[config.mk]
export PLATFORM = sky130hd
export DESIGN_NAME = prefetch_unit_flat
export DESIGN_NICKNAME = d
export VERILOG_FILES = /design/src/rtl/prefetch_pkg.sv /design/src/rtl/prefetch_if.sv /design/src/rtl/prefetch_occ.sv /design/src/rtl/prefetch_unit.sv /design/src/flat_wrapper.sv
export SDC_FILE = /design/constraint.sdc
export NUM_CORES = 1
export LEC_CHECK = 0
export ABC_AREA = 1
export CAP_MARGIN = 30
export CORE_MARGIN = 10
export CORE_UTILIZATION = 60
export CTS_CLUSTER_DIAMETER = 100
export DETAILED_ROUTE_END_ITERATION = 10
export DONT_BUFFER_PORTS = 1
export GPL_TIMING_DRIVEN = 0
export PLACE_DENSITY_LB_ADDON = 0.12
export REMOVE_ABC_BUFFERS = 1
export SYNTH_ARGS = -nofsm -noshare
export SYNTH_HDL_FRONTEND = slang
export SYNTH_SLANG_ARGS = --single-unit
[constraint.sdc]
create_clock -name clk -period 6.9 [get_ports clk]
set_clock_uncertainty 0.1 [all_clocks]
set_input_delay 1.035 -clock clk [delete_from_list [all_inputs] [get_ports clk]]
set_output_delay 1.035 -clock clk [all_outputs]
set_load 0.05 [all_outputs]
[src/rtl/prefetch_pkg.sv]
// Shared types and defaults for the byte prefetch unit: FSM state encoding,
// default widths/depth and the queue-count width.
package prefetch_pkg;

    localparam int DEF_ADDR_W = 16;
    localparam int DEF_DEPTH  = 4;
    localparam int CNT_W      = 3;

    typedef enum logic [1:0] {
        ST_IDLE = 2'd0,
        ST_REQ  = 2'd1,
        ST_PUSH = 2'd2
    } state_t;

endpackage

[src/rtl/prefetch_if.sv]
// Memory read bus and instruction-queue link of the prefetch unit.
// The prefetcher is the master; memory and decoder sit behind the slave modport.
interface prefetch_if
    import prefetch_pkg::*;
#(
    parameter int ADDR_W = DEF_ADDR_W
);
    logic              mem_rd;
    logic [ADDR_W-1:0] mem_addr;
    logic              mem_rdy;
    logic [7:0]        mem_data;
    logic              q_en;
    logic [7:0]        q_data;
    logic [CNT_W-1:0]  q_count;
    logic [CNT_W-1:0]  cons;

    modport master (
        output mem_rd, mem_addr, q_en, q_data, q_count,
        input  mem_rdy, mem_data, cons
    );

    modport slave (
        input  mem_rd, mem_addr, q_en, q_data, q_count,
        output mem_rdy, mem_data, cons
    );
endinterface

[src/rtl/prefetch_occ.sv]
// Queue occupancy arithmetic: next = count + push - cons, floored at 0 and
// capped at DEPTH. Purely combinational.
module prefetch_occ
    import prefetch_pkg::*;
#(
    parameter int DEPTH = DEF_DEPTH
) (
    input  logic [CNT_W-1:0] i_count,
    input  logic             i_push,
    input  logic [CNT_W-1:0] i_cons,
    output logic [CNT_W-1:0] o_count_next
);
    localparam logic [CNT_W:0] DEPTH_L = (CNT_W+1)'(DEPTH);

    logic [CNT_W:0] w_sum;
    logic [CNT_W:0] w_diff;

    always_comb begin
        w_sum  = {1'b0, i_count} + {{CNT_W{1'b0}}, i_push};
        w_diff = '0;
        // Over-consumption clamps to empty rather than wrapping.
        if ({1'b0, i_cons} < w_sum) begin
            w_diff = w_sum - {1'b0, i_cons};
        end
        if (w_diff > DEPTH_L) begin
            w_diff = DEPTH_L;
        end
        o_count_next = w_diff[CNT_W-1:0];
    end
endmodule

[src/rtl/prefetch_unit.sv]
// Byte-wide instruction prefetcher: IDLE -> REQ -> PUSH per byte, keeps the
// decoder queue topped up. Optional fetch counter via PREFETCH_STATS_EN.
module prefetch_unit
    import prefetch_pkg::*;
#(
    parameter int ADDR_W = DEF_ADDR_W,
    parameter int DEPTH  = DEF_DEPTH
) (
    input  logic              clk,
    input  logic              rst,
    input  logic              flush,
    input  logic [ADDR_W-1:0] new_ip,
    prefetch_if.master        bus,
`ifdef PREFETCH_STATS_EN
    output logic [15:0]       fetch_cnt,
`endif
    output logic [ADDR_W-1:0] fetch_ip
);
    localparam logic [CNT_W:0] DEPTH_L = (CNT_W+1)'(DEPTH);

    state_t            r_state;
    logic              r_mem_rd;
    logic [ADDR_W-1:0] r_mem_addr;
    logic              r_q_en;
    logic [7:0]        r_q_data;
    logic [CNT_W-1:0]  r_q_count;
    logic [ADDR_W-1:0] r_fetch_ip;
    logic [CNT_W-1:0]  w_count_next;

    prefetch_occ #(
        .DEPTH (DEPTH)
    ) u_occ (
        .i_count      (r_q_count),
        .i_push       (r_q_en),
        .i_cons       (bus.cons),
        .o_count_next (w_count_next)
    );

    // In IDLE q_en is low, so w_count_next is exactly the clamped (q_count - cons).
    always_ff @(posedge clk or negedge rst) begin
        if (!rst) begin
            r_state    <= ST_IDLE;
            r_mem_rd   <= 1'b0;
            r_mem_addr <= '0;
            r_q_en     <= 1'b0;
            r_q_data   <= '0;
            r_q_count  <= '0;
            r_fetch_ip <= '0;
        end else if (flush) begin
            r_state    <= ST_IDLE;
            r_mem_rd   <= 1'b0;
            r_q_en     <= 1'b0;
            r_q_count  <= '0;
            r_fetch_ip <= new_ip;
        end else begin
            r_q_count <= w_count_next;
            r_q_en    <= 1'b0;
            case (r_state)
                ST_IDLE: begin
                    if ({1'b0, w_count_next} < DEPTH_L) begin
                        r_state    <= ST_REQ;
                        r_mem_rd   <= 1'b1;
                        r_mem_addr <= r_fetch_ip;
                    end
                end
                ST_REQ: begin
                    if (bus.mem_rdy) begin
                        r_state  <= ST_PUSH;
                        r_mem_rd <= 1'b0;
                        r_q_data <= bus.mem_data;
                        r_q_en   <= 1'b1;
                    end
                end
                ST_PUSH: begin
                    r_state    <= ST_IDLE;
                    r_fetch_ip <= r_fetch_ip + 1'b1;
                end
                default: begin
                    r_state <= ST_IDLE;
                end
            endcase
        end
    end

`ifdef PREFETCH_STATS_EN
    logic [15:0] r_fetch_cnt;

    // Counts delivered bytes across flushes; only reset clears it.
    always_ff @(posedge clk or negedge rst) begin
        if (!rst) begin
            r_fetch_cnt <= '0;
        end else if (r_q_en) begin
            r_fetch_cnt <= r_fetch_cnt + 16'd1;
        end
    end

    assign fetch_cnt = r_fetch_cnt;
`endif

    assign bus.mem_rd   = r_mem_rd;
    assign bus.mem_addr = r_mem_addr;
    assign bus.q_en     = r_q_en;
    assign bus.q_data   = r_q_data;
    assign bus.q_count  = r_q_count;
    assign fetch_ip     = r_fetch_ip;
endmodule

[src/flat_wrapper.sv]
// flat-port wrapper written by rule: the top's interface ports become plain ports
module prefetch_unit_flat import prefetch_pkg::*;
#(
    parameter int ADDR_W = DEF_ADDR_W,
    parameter int DEPTH  = DEF_DEPTH
)
  (clk, rst, flush, new_ip, fetch_ip, bus_mem_rd, bus_mem_addr, bus_q_en, bus_q_data, bus_q_count, bus_mem_rdy, bus_mem_data, bus_cons);
  prefetch_if #(.ADDR_W(ADDR_W)) bus_i ();
  input  logic clk;
  input  logic rst;
  input  logic flush;
  input  logic [ADDR_W-1:0] new_ip;
  output logic [ADDR_W-1:0] fetch_ip;
  output wire logic [$bits(bus_i.mem_rd)-1:0] bus_mem_rd;
  output wire logic [$bits(bus_i.mem_addr)-1:0] bus_mem_addr;
  output wire logic [$bits(bus_i.q_en)-1:0] bus_q_en;
  output wire logic [$bits(bus_i.q_data)-1:0] bus_q_data;
  output wire logic [$bits(bus_i.q_count)-1:0] bus_q_count;
  input wire logic [$bits(bus_i.mem_rdy)-1:0] bus_mem_rdy;
  input wire logic [$bits(bus_i.mem_data)-1:0] bus_mem_data;
  input wire logic [$bits(bus_i.cons)-1:0] bus_cons;
  assign bus_mem_rd = bus_i.mem_rd;
  assign bus_mem_addr = bus_i.mem_addr;
  assign bus_q_en = bus_i.q_en;
  assign bus_q_data = bus_i.q_data;
  assign bus_q_count = bus_i.q_count;
  assign bus_i.mem_rdy = bus_mem_rdy;
  assign bus_i.mem_data = bus_mem_data;
  assign bus_i.cons = bus_cons;
  prefetch_unit #(.ADDR_W(ADDR_W), .DEPTH(DEPTH)) u_core (.clk(clk), .rst(rst), .flush(flush), .new_ip(new_ip), .bus(bus_i), .fetch_ip(fetch_ip));
endmodule
==> metrics.md, run 1 <==
| Metric | Value |
|---|---|
| Leak Pwr | 1.36 nW |
| HP Class | input pin to async pin |
| Die Span X | 84.5 um |
| Max Freq | 335 MHz |
| Ys flop type | dfrtp_1 |
| EDFF count, synth | 0 |
| Critical Path RT | 7020 ps |
| Final Max Tran Viols | 0 |
| Most frequent cells in the layout | nand2_1 (95), dfrtp_1 (47), inv_1 (33), nand3_1 (23), o21ai_2 (14) |
| RSZ-0062 raised after global routing | false |
| Worst slew margin | 45.1% |
| CP max FO | 32 |
| WL final | 5670 um |
| Final setup vio count | 0 |
| Worst VDD drop | 0.302 mV |
| Vias per cell | 5.51 |
| CP Launch Type | register |
| Core Area | 4000 sq um |
| PortBufs | 0 |
| Cell Pwr Density | 429 nW/um^2 |
| Layout overhead on the synthesized area | 3.91% |
| CTS Hold Bufs | 0 |
| Post-route insts no fill | 337 |
| Synthesized area | 2490 sq um |
| R2R cell count | 15 |
| Detail Placement HPWL | 4220 um |
| Vias | 1858 |
| Tmin final | 2990 ps |
| Fin nets | 326 |
| #FFs+latches synth | 47 |
| Avg Inst Size Synth | 8.69 sq um |
| Final worst-path cycle share | 43.3% |
| Num Clock Sinks | 47 |
| Yosys top cell by area | dfrtp_1 |
| Crit path DAT | 3110 ps |
| RePlAce Congestion | 0.788 |
| Vias in the first global route | 1943 |
| DRC viols | 0 |
| CTS tree | yes |
| Asr flop ratio synth | 100% |
| Post-Synthesis Cells | 287 |
| FF-to-FF Start | u_core.bus.q_count[0] |
| TritonCTS buffer count | 5 |
| Die area | 7130 sq um |
| Pwr Total | 1.11 mW |
| Reg clk slew, reported paths | 80 ps |
| Worst-Skew Late Latency | 300 ps |
| Status | finished, final reports clean |
| Sequential cell area fraction in the yosys report | 47.2% |
| First-pass GRT wire length | 9680 um |
| Commonest non-fill, non-tap cell in the layout | nand2_1 |
| Chip Height | 84.5 um |
| Initial Util | 62.3% |
| Pre-antenna DRT Iters | 4 |
| Placed Cells | 330 |
| Largest net degree at the start of global routing | 48 |
| Worst Setup SP | u_core.bus.q_count[0] |
| Post-synth top area share | 47.2% |
| FP Rows | 23 |
| Kind of critical path | register to register |
| Top area cells in the synthesized netlist | dfrtp_1 (47%), nand2_1 (14%), inv_1 (5.0%), o21ai_2 (4.9%), nand3_1 (4.6%) |
| Worst slew pin tran | 821 ps |
| Post-DR wirelength/cell | 16.8 um |
| Ys Warns | 0 |
| Root Buffer | clkbuf_8 |
| Diode count | 0 |
| Cts repair resizes | 0 |
| GRT Overall Usage | 16.3% |
| Setup TNS | 0 ps |
| IO Pins | 76 |
| Hold Vio Cnt, Final | 0 |
| Hold Worst Slack | 320 ps |
| DRT iter0 DRCs | 94 |
| Layout cells sized above 1 | 13.9% |
| Setup crit end kind | register |
| Initial antenna violation count | 0 |
| Synth unique cells | 34 |
| Clock Tree Buf Depth | 2 |
| CTS H-tree lvls | 2 |
| Number of max-cap violations | 0 |
| Post-CTS setup buffer count | 0 |
| ANT nets after route | 0 |
| GR Overflow Total | 0 |
| Fillers | 358 |
==> critical path, stage by stage, from the launching register on <==
cell and delay [ps]:
dfrtp_1 570, ha_1 330, ha_1 320, inv_1 60, fa_1 420, inv_1 80, nand2_1 40, nand2_1 50
nand2_1 40, nand2_1 100, nand2_1 100, nand2_2 100, inv_4 50, nand2_4 320, nand2_1 110, o21ai_2 80
==> final cells by class <==
type	count	area (sq um)	area share, %
multi-input combinational	197	1130	43.5
clock inverter	1	5.00	0.193
clock buffer	6	82.6	3.19
tap	50	62.6	2.41
sequential	47	1180	45.4
inverter	36	138	5.31
==> routing by layer <==
layer | vias to the layer above | share of wire (%) | global-route usage (%)
li1 | 921 | - | -
met1 | 884 | 41 | 18.3
met2 | 46 | 49 | 26.8
met3 | 7 | 9.1 | 7.83
met5 | - | 0 | 0
met4 | 0 | 1.2 | 4.94
==> report_power, final <==
group / switching [mW] / internal [mW] / total [mW] / leakage (nW)
clock: 0.0889 / 0.0787 / 0.168 / 0.0470
combinational: 0.120 / 0.0751 / 0.195 / 0.727
sequential: 0.391 / 0.358 / 0.749 / 0.588
total: 0.599 / 0.512 / 1.11 / 1.36
==> per-stage QoR <==
step	area (sq um)	setup WS [ps]	util, %
5_1_grt	2590	3650	64.8
3_5_place_dp	2500	3920	62.6
6_report	2590	3910	64.8
3_3_place_gp	2500	3980	62.6
4_1_cts	2590	3890	64.8
2_1_floorplan	2440	4180	-
==> Yosys cell counts (all sizes together) (3+ instances only) <==
cell and n:
nor3 3, dfrtp 47, ha 7, buf 7, nor2 16, inv 34
xor2 5, o221ai 3, nand3 26, o211ai 6, o21ai 19, a21oi 3
nand2 101
==> cells by family (layout without fill, tap and decap cells) <==
logic type	count (synthesis)	count (layout)	synth area share, %
AOI/OAI and AO/OA	34	34	10.4
xor gates and xnor gates	7	7	2.46
adders and majority gates	8	8	4.31
buffers and inverters	43	43	7.63
DFF	47	47	47.2
and+or+nand+nor	148	148	28.0
==> registers in the layout, summed over array words and instances (netlist names) <==
name                 count
u_core.r_state           2
u_core.bus.mem_addr     16
u_core.bus.q_en          1
u_core.bus.q_data        8
u_core.fetch_ip         16
u_core.bus.mem_rd        1
u_core.bus.q_count       3
==> worst paths after layout <==
| kind | endpoint | slack [ps] |
|---|---|---|
| worst max-delay path | u_core.bus.mem_addr[9] | 3910 |
| worst min-delay path | u_core.bus.q_count[1] | 320 |
| worst max register to register | u_core.bus.mem_addr[9] | 3910 |
| worst min register to register | u_core.bus.mem_addr[8] | 490 |
| max in group asynchronous | u_core.bus.mem_addr[11] | 6280 |
| min in group clk | u_core.bus.mem_addr[8] | 490 |
(Power assumes the default switching activity.)
==> run 2: changes to the inputs <==
--- a/config.mk
+++ b/config.mk
@@ -8,7 +8,7 @@
 export ABC_AREA = 1
 export CAP_MARGIN = 30
 export CORE_MARGIN = 10
-export CORE_UTILIZATION = 60
+export CORE_UTILIZATION = 57
 export CTS_CLUSTER_DIAMETER = 100
 export DETAILED_ROUTE_END_ITERATION = 10
 export DONT_BUFFER_PORTS = 1
==> constraint.sdc (replaced) <==
create_clock -name clk -period 2.5 [get_ports clk]
set_clock_uncertainty 0.1 [all_clocks]
set_input_delay 0.375 -clock clk [delete_from_list [all_inputs] [get_ports clk]]
set_output_delay 0.375 -clock clk [all_outputs]
set_load 0.05 [all_outputs]
==> metrics.md, run 2 (synthesis gave the netlist of run 1 again) <==
| Metric | Value |
|---|---|
| Placed Cells | 330 |
| FF-to-FF Start | u_core.bus.q_count[0] |
| DRC viols | 0 |
| Setup crit end kind | register |
| ANT nets after route | 0 |
| Clock Tree Buf Depth | 2 |
| Tmin final | 2470 ps |
| Max Freq | 405 MHz |
| CTS tree | yes |
| Vias in the first global route | 1911 |
| Cell Pwr Density | 1140 nW/um^2 |
| Fin nets | 335 |
| Worst-Skew Late Latency | 300 ps |
| Leak Pwr | 1.41 nW |
| Worst Hold Endpoint | u_core.bus.q_count[1] |
| Fillers | 328 |
| Post-DR wirelength/cell | 18.2 um |
| Final Instance Area | 2870 sq um |
| DRT iter0 DRCs | 95 |
| Worst VDD drop | 0.839 mV |
| Layout cells sized above 1 | 25.9% |
| Worst hold path depth | 1 |
| WL final | 6320 um |
| CP max FO | 7 |
| Placed cell area | 2500 sq um |
| Detail Placement HPWL | 4120 um |
| Critical Path RT | 2600 ps |
| Layout overhead on the synthesized area | 15.1% |
| RePlAce Congestion | 0.783 |
| GR Overflow Total | 0 |
| Sw frac | 54.9% |
| CTS H-tree lvls | 2 |
| Worst hold start | flush |
| Int Pwr | 1.48 mW |
| PortBufs | 0 |
| Initial Util | 60.6% |
| R2R cell count | 15 |
| Chip Height | 86.1 um |
| GRT Overall Usage | 16.6% |
| Vias | 1942 |
| Root Buffer | clkbuf_8 |
| Combinational group share of total power | 22.7% |
| Die area | 7420 sq um |
| Number of max-cap violations | 0 |
| Setup TNS | 0 ps |
| Vias per cell | 5.60 |
| Status | finished, final reports clean |
| Final worst slack | 27.9 ps |
| HP Class | input pin to register |
| IO Pins | 76 |
| Commonest non-fill, non-tap cell in the layout | nand2_1 |
| Die Span X | 86.1 um |
| Sw power | 1.80 mW |
| RSZ-0062 raised after global routing | true |
| Num Clock Sinks | 47 |
| CP Launch Type | register |
| Post-route insts no fill | 347 |
| Final setup vio count | 0 |
| Crit path DAT | 2570 ps |
| Post-place setup slack | -445 ps |
| Sequential Power Share | 63.7% |
| Pre-antenna DRT Iters | 4 |
| Reg clk slew, reported paths | 80 ps |
| Final Max Tran Viols | 0 |
| Worst slew margin | 41.9% |
| Core Area | 4120 sq um |
| Largest net degree at the start of global routing | 48 |
| First-pass GRT wire length | 9920 um |
| Clock power frac | 13.5% |
| Most frequent cells in the layout | nand2_1 (81), dfrtp_1 (44), inv_1 (31), nand3_1 (22), nand2_2 (16) |
| TritonCTS buffer count | 5 |
| Hold Vio Cnt, Final | 0 |
| Kind of critical path | register to register |
| Worst slew pin tran | 869 ps |
| RR Endpoint | u_core.bus.q_count[0] |
| Diode count | 0 |
| Flop-to-flop setup slack | 30 ps |
| Final worst-path cycle share | 98.9% |
| Initial antenna violation count | 0 |
| FP Rows | 23 |
run 2: worst max-delay path, stage by stage, from the launching register on:
cell	delay, ps
dfrtp_2	530
ha_4	220
ha_4	280
inv_2	40
fa_2	370
inv_2	70
nand2_1	50
nand2_1	50
nand2_1	60
nand2_2	110
nand2_2	90
nand2_4	100
inv_8	70
buf_4	140
nand3_1	60
inv_1	40
run 2: how the worst max path moves through the flow:
stage	to	start	slack, ps
after floorplan	u_core.bus.mem_addr[0]	u_core.bus.q_count[0]	-180
after global placement	u_core.bus.mem_addr[10]	u_core.bus.q_count[0]	-430
after detailed placement	u_core.bus.mem_addr[14]	u_core.bus.q_count[0]	-450
after CTS	u_core.bus.mem_addr[4]	u_core.bus.q_en	-3
after global routing	u_core.bus.mem_addr[4]	u_core.bus.q_count[0]	-60
final	u_core.bus.q_count[0]	u_core.bus.q_count[0]	30
run 2: what timing repair did:
item,CTS,global route
hold buffers,2,0
buffers inserted,2,1
pin swaps,10,7
gates resized for setup,30,10
endpoints found under the hold margin,47,0
setup endpoints to repair,21,20
gates cloned,3,0
run 2: stage by stage:
step / power, mW / hold WS, ps / utilization, %
6_report: 3.27 / 38.2 / 69.7
3_3_place_gp: 2.62 / -18.3 / 60.8
3_5_place_dp: 2.63 / -18.3 / 60.8
5_1_grt: 3.46 / 18.5 / 69.7
4_1_cts: 3.26 / 32.1 / 67.8
2_1_floorplan: 2.48 / -20.6 / -
run 2: metal layers:
metal  GRT usage (%)  share of wire (%)  up-vias
met5               0                  0        -
met4            3.59               0.78        0
met3            7.85                 10        6
met2            26.3                 50       63
met1            20.0                 40      933
li1                -                  -      940
run 2: power groups by stage:
stage / logic (mW) / clock network (mW) / registers (mW)
finish: 0.745 / 0.442 / 2.09
detailed placement: 0.537 / 0 / 2.10
CTS: 0.715 / 0.451 / 2.09
global placement: 0.525 / 0 / 2.09
floorplan: 0.461 / 0 / 2.02
global route: 0.839 / 0.486 / 2.13
run 2: area by class of cell:
type / count / area (sq um) / area share (%)
Multi-Input combinational cell: 200 / 1330 / 46.2
Sequential cell: 47 / 1180 / 41.1
Clock inverter: 3 / 15.0 / 0.523
Clock buffer: 5 / 68.8 / 2.40
Inverter: 36 / 143 / 4.97
Timing Repair Buffer: 6 / 75.1 / 2.62
Tap cell: 50 / 62.6 / 2.18
==> edit 1 (flow settings as in run 1) <==
Set the package constant `CNT_W` to 6 (it was 3).
--- a/src/rtl/prefetch_pkg.sv
+++ b/src/rtl/prefetch_pkg.sv
@@ -6,3 +6,3 @@
     localparam int DEF_DEPTH  = 4;
-    localparam int CNT_W      = 3;
+    localparam int CNT_W      = 6;
 
Interface: changed (resized bus_cons and bus_q_count); port bits go from 76 to 82. The function was not compared with the original's and may differ.
==> edit 1 against run 1 <==
- sequential power decreased by 0.9%
- worst setup slack got worse by 0.45 ns
- power increased by 0.83%
- final area increased by 11%
- fmax decreased by 13%
- sequential cell count increased by 3
- cell count increased by 15%
- routed wire length increased by 8.2%
- count of clock-buffer cells in the layout increased by 1
- synthesized area increased by 11%
- critical path type unchanged
- critical endpoint is now u_core.bus.mem_addr[8]
- largest cell class is now multi-input gates
- largest power group unchanged
- highest routed layer unchanged
==> edit 1: results (changes against run 1) <==
| Metric | Value |
|---|---|
| Die X | 87.8 um (+3.9%) |
| Netlist cell types | 35 (+2.9%) |
| Gate Count Post-Synth | 333 (+16%) |
| Pint | 0.534 mW (+4.3%) |
| RD Place Congestion | 0.815 (+3.4%) |
| Worst Path Required | 6.99 ns (-0.03 ns) |
| Max clock buf depth | 2 (unchanged) |
| Clk slew on worst S/H paths | 0.10 ns (+0.02 ns) |
| Vias per std cell | 5.38 (-2.4%) |
| Net count reported at finish | 381 (+17%) |
| Fillers | 382 (+6.7%) |
| Post-synth EDFFs | 0 (unchanged) |
| Maximum number of pins on one net before global-route repair | 51 (+6.3%) |
| Post-synthesis sequential area ratio | 0.454 (-0.0179) |
| Syn. warnings | 0 (unchanged) |
| Post-DP HPWL | 4.80 mm (+14%) |
| Top cells by area, synth | dfrtp_1 (45%), nand2_1 (14%), inv_1 (6.4%), ha_1 (4.5%), o21ai_2 (4.4%) |
| Layout cell share with drive strength beyond 1 | 0.0920 (-0.0474) |
| Drt initial violations | 139 (+48%) |
| Routed wire length | 6.13 mm (+8.2%) |
| Number of global-route vias before repair | 2144 (+10%) |
| Wirelength per Cell | 15.8 um (-6.3%) |
| Leak pwr | 1.44 nW (+6.0%) |
| Crit-path max FO | 34 (+6.3%) |
| GRT Total Usage | 0.165 (+0.00234) |
| DP Worst Slack | 3.44 ns (-0.477 ns) |
| Outcome | completed |
| # hold bufs at CTS | 0 (unchanged) |
| Worst skew pair latency | 0.30 ns (about the same) |
| Worst vdd ir | 0.285 mV (-5.6%) |
| Slew @ Worst Pin | 0.700 ns (-0.121 ns) |
| Top cells by count, synth | nand2_1 (101), dfrtp_1 (50), inv_1 (47) |
| Global-route wire length before repair | 10.3 mm (+6.6%) |
[edit 1: cell count changes after synthesis, moves of 5 or more]
cell     delta
nor2_1      +7
inv_1      +14
nand3_1     -8
nand4_1     +5
nor3_1      +5
nand2_1     +6
[edit 1: area by class of cell]
cell class	count	area share
flip-flops and latches	50	0.435
well taps	52	0.0226
clock buffers	7	0.0300
inverters	49	0.0640
clock inverters	1	0.00305
multi-input cells	230	0.445
[edit 1: final timing paths]
kind	start	endpoint	slack [ns]	cells after the start
min in group clk	u_core.r_state[1]	u_core.r_state[0]	0.53	3
worst min-delay path	rst	u_core.bus.mem_addr[0]	0.32	0
worst max register to register	u_core.bus.q_count[0]	u_core.bus.mem_addr[8]	3.46	16
worst min register to register	u_core.r_state[1]	u_core.r_state[0]	0.53	3
max in group asynchronous	rst	u_core.bus.q_count[3]	6.27	0
worst max-delay path	u_core.bus.q_count[0]	u_core.bus.mem_addr[8]	3.46	16
[edit 1: kinds of logic after synthesis]
| logic type | synth area share |
|---|---|
| and+or+nand+nor | 0.249 |
| DFF | 0.454 |
| xor gates and xnor gates | 0.0286 |
| adders and majority gates | 0.0526 |
| buffers and inverters | 0.0848 |
| AOI/OAI and AO/OA | 0.130 |
| other | 0.00136 |
[edit 1: routing by layer]
metal  vias up  global-route usage  wire length, um
li1       1078                   -                -
met4         0              0.0391               53
met2        53               0.259             2790
met3         6              0.0669              596
met1       957               0.208             2690
met5         -                   0                0
[edit 1: through the flow]
step	hold WS, ns	utilization	power, mW	area [um^2]
after floorplan	0.465	-	0.896	2720
after global placement	0.504	0.630	0.944	2780
after detailed placement	0.522	0.630	0.953	2780
after CTS	0.309	0.651	1.13	2880
after global routing	0.292	0.651	1.19	2880
final	0.317	0.651	1.12	2880
[edit 1: worst max-delay path: stages, from the launching register on]
cell and delay (ns):
dfrtp_1 0.65, ha_1 0.26, ha_1 0.18, nand3_1 0.14, xor2_1 0.20, ha_1 0.34
nand2_1 0.09, nand2_1 0.07, nand2_1 0.06, nand2_1 0.05, nor2_1 0.18, a21oi_4 0.12
o21ai_2 0.09, and2_4 0.19, nand3_4 0.34, nand2_1 0.21, o21ai_2 0.06
[edit 1: power by group through the flow]
| stage | Combinational [mW] | Clock (mW) | Sequential, mW |
|---|---|---|---|
| floorplan | 0.169 | 0 | 0.726 |
| global placement | 0.192 | 0 | 0.751 |
| detailed placement | 0.201 | 0 | 0.752 |
| CTS | 0.201 | 0.182 | 0.747 |
| global route | 0.232 | 0.195 | 0.758 |
| finish | 0.198 | 0.180 | 0.742 |
==> edit 2 (settings of run 1) <==
Made on the original files. Re-encode `state_t` (3 states) as one-hot, 3 bits wide.
--- a/src/rtl/prefetch_pkg.sv
+++ b/src/rtl/prefetch_pkg.sv
@@ -8,6 +8,6 @@
 
-    typedef enum logic [1:0] {
-        ST_IDLE = 2'd0,
-        ST_REQ  = 2'd1,
-        ST_PUSH = 2'd2
+    typedef enum logic [2:0] {
+        ST_IDLE = 3'b001,
+        ST_REQ  = 3'b010,
+        ST_PUSH = 3'b100
     } state_t;
Function: same outputs for any inputs over 10 cycles, from zero or initial values and one cycle with rst low; not proved beyond that.
==> edit 2 against run 1 <==
- via count rose by 3.4%
- synthesized cell count rose by 1.7%
- sequential cell count rose by 1
- synthesized area rose by 2.1%
- combinational power fell by 19%
- worst setup slack improved by 0.089 ns
- power fell by 6.9%
- highest routed layer unchanged
- final area rose by 2.1%
- routed wire length rose by 3.2%
- critical path depth fell by 2
==> edit 2: results (changes against run 1) <==
| Metric | Value |
|---|---|
| Top cells by count, synth | nand2_1 (76), dfrtp_1 (47), inv_1 (24) |
| R2r endpoint | u_core.bus.mem_addr[2] |
| Top cells by area, synth | dfrtp_1 (46%), nand2_1 (11%), o21ai_2 (4.5%), nand3_1 (3.5%), inv_1 (3.5%) |
| Netlist cell types | 35 (+2.9%) |
| Dpl cells | 335 (+1.5%) |
| Crit-path max FO | 31 (-3.1%) |
| Delay-heaviest family, CP | simple AND/OR/NAND/NOR gates |
| Final non-filler cell total | 343 (+1.8%) |
| Global-route wire length before repair | 9.72 mm (+0.43%) |
| Maximum number of pins on one net before global-route repair | 49 (+2.1%) |
| Post-DP HPWL | 4.41 mm (+4.4%) |
| Net count reported at finish | 331 (+1.5%) |
| # clock sinks | 48 (+2.1%) |
| Compound-cell area share of the yosys netlist | 0.106 (+0.00184) |
| Outcome | completed |
| Number of global-route vias before repair | 1975 (+1.6%) |
| Vias per std cell | 5.60 (+1.6%) |
| Slew @ Worst Pin | 0.636 ns (-0.185 ns) |
| R2R cell count | 13 (-2) |
| Layout cell share with drive strength beyond 1 | 0.181 (+0.0415) |
| Switching power | 0.533 mW (-11%) |
| Gate Count Post-Synth | 292 (+1.7%) |
| Sequential cell area | 0.00120 mm^2 (+2.2%) |
| Post-synthesis sequential area ratio | 0.472 (+0.000817) |
| Drt initial violations | 126 (+34%) |
| Max stage delay on crit path | 0.65 ns (+0.08 ns) |
| Fillers | 353 (-1.4%) |
| Routed wire length | 5.85 mm (+3.2%) |
| RD Place Congestion | 0.863 (+9.5%) |
| Worst vdd ir | 0.314 mV (+4.0%) |
## edit 2: cell types whose count changed after synthesis, moves of 3 or more
cell,delta
inv_1,-9
nor3_1,+4
nand2_1,-19
o21ai_0,+3
nand3_1,-5
nand2_2,+10
nor2_1,+12
nand4_1,+3
inv_2,+6
xor2_1,+3
## edit 2: power by group through the flow
stage | Clock, mW | Combinational, mW | Sequential, mW
after floorplan | 0 | 0.137 | 0.685
after global placement | 0 | 0.153 | 0.709
after detailed placement | 0 | 0.159 | 0.711
after CTS | 0.177 | 0.160 | 0.706
after global routing | 0.187 | 0.186 | 0.714
final | 0.175 | 0.158 | 0.701
## edit 2: logic make-up (layout without fill, tap and decap cells)
logic type / after synthesis / after routing
XOR/XNOR: 9 / 9
flip-flops: 48 / 48
AO/OA/AOI/OAI: 38 / 38
buffers and inverters: 38 / 39
AND/OR/NAND/NOR: 151 / 151
adder cells (fa/ha/maj): 8 / 8
## edit 2: worst max path at each step
stage / from / to / slack, ns / cells past startpoint
2_1_floorplan: bus_cons[0] / u_core.bus.mem_addr[2] / 4.25 / 9
3_3_place_gp: u_core.bus.q_count[0] / u_core.bus.mem_addr[2] / 4.06 / 13
3_5_place_dp: u_core.bus.q_en / u_core.bus.mem_addr[2] / 4.01 / 13
4_1_cts: u_core.bus.q_en / u_core.bus.mem_addr[2] / 3.99 / 13
5_1_grt: u_core.bus.q_en / u_core.bus.mem_addr[2] / 3.74 / 13
6_report: u_core.bus.q_count[0] / u_core.bus.mem_addr[2] / 4.00 / 13
## edit 2: through the flow
step                hold WS [ns]  area, um^2
floorplan                  0.445        2490
finish                     0.313        2650
detailed placement         0.484        2550
CTS                        0.312        2650
global placement           0.472        2550
global route               0.300        2650
## edit 2: area by class of cell
| class | count | share of cell area |
|---|---|---|
| multi-input cells | 206 | 0.443 |
| flip-flops and latches | 48 | 0.454 |
| clock buffers | 7 | 0.0326 |
| inverters | 31 | 0.0440 |
| clock inverters | 1 | 0.00284 |
| well taps | 50 | 0.0236 |
## edit 2: routing by layer
metal | wire length (um) | vias up | part of all wire | GRT usage
met5 | 0 | - | 0 | 0
met2 | 2730 | 63 | 0.47 | 0.262
met4 | 63 | 0 | 0.011 | 0.0479
met3 | 635 | 5 | 0.11 | 0.0803
li1 | - | 942 | - | -
met1 | 2420 | 911 | 0.41 | 0.187
